`config.mk`:
```
export PLATFORM = sky130hd
export DESIGN_NAME = serial_thermometer_counter
export DESIGN_NICKNAME = d
export VERILOG_FILES = /design/src/rtl/serial_thermometer_counter.sv
export SDC_FILE = /design/constraint.sdc
export NUM_CORES = 1
export LEC_CHECK = 0
export BUFFER_PORTS_ARGS = -buffer_cell sky130_fd_sc_hd__buf_4
export CAP_MARGIN = 20
export CORE_MARGIN = 8
export CORE_UTILIZATION = 52
export CTS_CLUSTER_DIAMETER = 150
export DETAILED_ROUTE_END_ITERATION = 7
export MAX_ROUTING_LAYER = met4
export PLACE_DENSITY_LB_ADDON = 0.25
export SLEW_MARGIN = 5
export SYNTH_ARGS = -nofsm -noshare
export SYNTH_HDL_FRONTEND = slang
export SYNTH_SLANG_ARGS = --single-unit
```
`constraint.sdc`:
```
create_clock -name clk -period 1.85 [get_ports clk]
set_input_delay 0.185 -clock clk [delete_from_list [all_inputs] [get_ports clk]]
set_output_delay 0.185 -clock clk [all_outputs]
set_load 0.02 [all_outputs]
```
`src/rtl/serial_thermometer_counter.sv`:
```
// Serial thermometer-code counter: counts ones received one bit per valid cycle,
// flags non-thermometer patterns, and hands the count downstream over valid/ready.
module serial_thermometer_counter #(
  parameter int N_BITS = 31,
  parameter int CNT_W  = 5
) (
  input  logic             clk,
  input  logic             rst,
  input  logic             start,
  input  logic             bit_in,
  input  logic             bit_valid,
  input  logic             out_ready,
  output logic [CNT_W-1:0] count,
  output logic             count_valid,
  output logic             therm_error,
  output logic             busy
);

  typedef enum logic [1:0] {IDLE, SHIFT, DONE} state_t;

  localparam logic [CNT_W-1:0] LAST = CNT_W'(N_BITS - 1);

  state_t           state;
  logic [CNT_W-1:0] idx;
  logic             seen_zero;

  always_ff @(posedge clk) begin
    if (rst) begin
      state       <= IDLE;
      count       <= '0;
      count_valid <= 1'b0;
      therm_error <= 1'b0;
      busy        <= 1'b0;
      idx         <= '0;
      seen_zero   <= 1'b0;
    end else begin
      case (state)
        IDLE: begin
          // count is held from the last conversion until a new one begins
          if (start) begin
            state       <= SHIFT;
            busy        <= 1'b1;
            count       <= '0;
            idx         <= '0;
            seen_zero   <= 1'b0;
            therm_error <= 1'b0;
          end
        end
        SHIFT: begin
          if (bit_valid) begin
            idx <= idx + CNT_W'(1);
            if (bit_in) begin
              count <= count + CNT_W'(1);
              if (seen_zero) therm_error <= 1'b1;
            end else begin
              seen_zero <= 1'b1;
            end
            if (idx == LAST) state <= DONE;
          end
        end
        DONE: begin
          // valid rises one edge after the last bit; transfer needs valid && ready
          if (!count_valid) begin
            count_valid <= 1'b1;
          end else if (out_ready) begin
            count_valid <= 1'b0;
            busy        <= 1'b0;
            state       <= IDLE;
          end
        end
        default: begin
          state <= IDLE;
          busy  <= 1'b0;
        end
      endcase
    end
  end

endmodule

```
==> out/qor.txt <==
Outcome - finished clean
FP Rows - 14
N_diodes - 0
Synth top area share - 39.6%
Syn nets - 98
Met2 WL post-DR - 752 um
Startpoint Class - register
Post-Synthesis Cells - 89
First-pass GRT wire length - 2.79 mm
Critical Path AT - 1740 ps
Initial antenna violation count - 0
Most common cell after layout, fill and taps aside - dfxtp_1
Height of the die - 55.4 um
Final TNS setup - 0 ps
Gr usage total - 10.8%
Metal-1 WL - 766 um
Clock Path Buffers - 2
# DRC - 0
Root Buffer - clkbuf_4
Synth Register Bits - 16
Synth cell types - 33
CP required - 2080 ps
Drt first pass iters - 4
Final HPWL DP - 1.17 mm
Setup WS pre-CTS - 376 ps
Fin worst setup slack - 342 ps
Worst-path clk slew - 100 ps
Max_cap viols - 0
R2r setup slk - 340 ps
Num ports - 14
Power, Total - 0.697 mW
Final ANT Viol Nets - 0
Fin nets - 113
Max FO, Critical Path - 13
RSZ-0062 raised after global routing - false
Clk_lat worst skew - 290 ps
Crit. End Element - register
Final GP Congestion - 0.776
Slowest CP cell - dfxtp_1
Fmax - 663 MHz
HP Class - in2reg
Synth Cell Area - 808 um^2
DR iter-0 viols - 12
Highest metal layer with signal wires - met4
Post-synth EDFFs - 0
Mapped Avg Cell Area - 9.08 um^2
Fillers - 119
Async S/R FF share, synth - 0%
WL final - 1.62 mm
Pin count of the biggest net entering global routing - 18
CP bufs+invs - 0
Hold_sp - rst
Crit Path Class - reg2reg
Vias - 700
Grt ovf - 0
Initial Util - 54.3%
CTS tree - built
Max-slew headroom - 69.7%
Hold path cells - 2
Clk sinks - 16
Buffer count from post-CTS setup fixing - 0
Share of layout cells above drive strength 1 - 18.4%
Area grow syn2layout - 17.0%
Vias in the first global route - 646
Final hold vios - 0
Main synth FF type - dfxtp_1
CTS buffer count - 3
Delay-heaviest family, CP - simple AND/OR/NAND/NOR gates
H-tree Lvls - 1
Top post-synthesis cells by area - dfxtp_1 40%, a21oi_1 6.8%, ha_1 4.6%
Commonest non-fill, non-tap cells in the layout - 16 x dfxtp_1, 14 x buf_4, 11 x a21oi_1
Critical Path, Cell by Cell - or3b_1, or3b_1, mux2i_1
Port Buffers - 13
Tcrit/Tclk final - 81.5%
Die W - 55.4 um
Vias/cell - 5.88
R2R Path End - count[4]
Maximum vdd drop - 0.595 mV
Actual slew at the worst max-slew pin - 446 ps
Leakage - 0.360 nW
Max Clock Skew - 2.77 ps
Drt wl/cell - 13.6 um
PD cells - 736 nW/um^2
CP dominant cell by count - or3b_1
Reg2reg start - state[0]
Crit path time final - 1510 ps
Synth area leader - dfxtp_1
Core area - 1490 um^2
DIE AREA - 3070 um^2
Final setup viols - 0
Max incr delay on CP - 530 ps
R2R cell count - 3
Hold EP - count_valid
CTS resizes - 0
Met3 routed WL - 69 um
Hold_buf cts - 0
Slew Limit Fails - 0
Seq/Total Area, Yosys - 39.6%
YS warnings - 0
-- sequential cells by signal, summed over array words and instances, names as in the netlist --
name         flops
therm_error      1
busy             1
count            5
state            2
idx              5
count_valid      1
seen_zero        1
-- metal layers --
layer	vias up	global-route usage (%)
li1	358	-
met1	326	12.7
met2	12	16.2
met4	0	5.28
met3	4	3.20
met5	-	-
-- Yosys cell counts (3+ instances only) --
cell      number
a21oi_1       11
dfxtp_1       16
ha_1           3
inv_1          6
mux2i_1        3
nand2b_1       3
nand3_1        7
nand3b_1       4
o31ai_1        4
or3b_1         4
or4_1          3
-- kinds of logic after synthesis --
logic type                 synth area share [%]
AOI/OAI and AO/OA                          17.6
adders and majority gates                  4.64
buffers and inverters                      5.73
DFF                                        39.6
muxes                                      5.42
and+or+nand+nor                            26.9
-- per-stage QoR --
stage               area, um^2  util (%)  cells  hold WS (ps)
global placement           910      61.1    115           439
global route               946      63.5    119           177
finish                     946      63.5    119           165
detailed placement         910      61.1    115           438
floorplan                  808         -     89           345
CTS                        946      63.5    119           166
-- power by group --
part | switching (mW) | total [mW] | internal, mW
Clock | 0.118 | 0.238 | 0.120
Sequential | 0.0127 | 0.369 | 0.356
Combinational | 0.0494 | 0.0896 | 0.0403
Total | 0.180 | 0.697 | 0.516
-- final cells by class --
type	count	area [um^2]	area share [%]
repair buffers	14	105	11.1
flip-flops and latches	16	320	33.9
well taps	16	20.0	2.12
clock buffers	4	36.3	3.84
multi-input cells	63	442	46.7
inverters	6	22.5	2.38
-- worst max path at each step --
stage	from	endpoint	slack (ps)	depth (start not counted)
global route	state[0]	count[4]	220	3
finish	state[0]	count[4]	340	3
CTS	state[0]	count[4]	350	3
floorplan	state[1]	count[3]	550	4
detailed placement	state[0]	count[4]	380	3
global placement	state[0]	count[4]	440	3
Power figures use the tool's default switching activity.
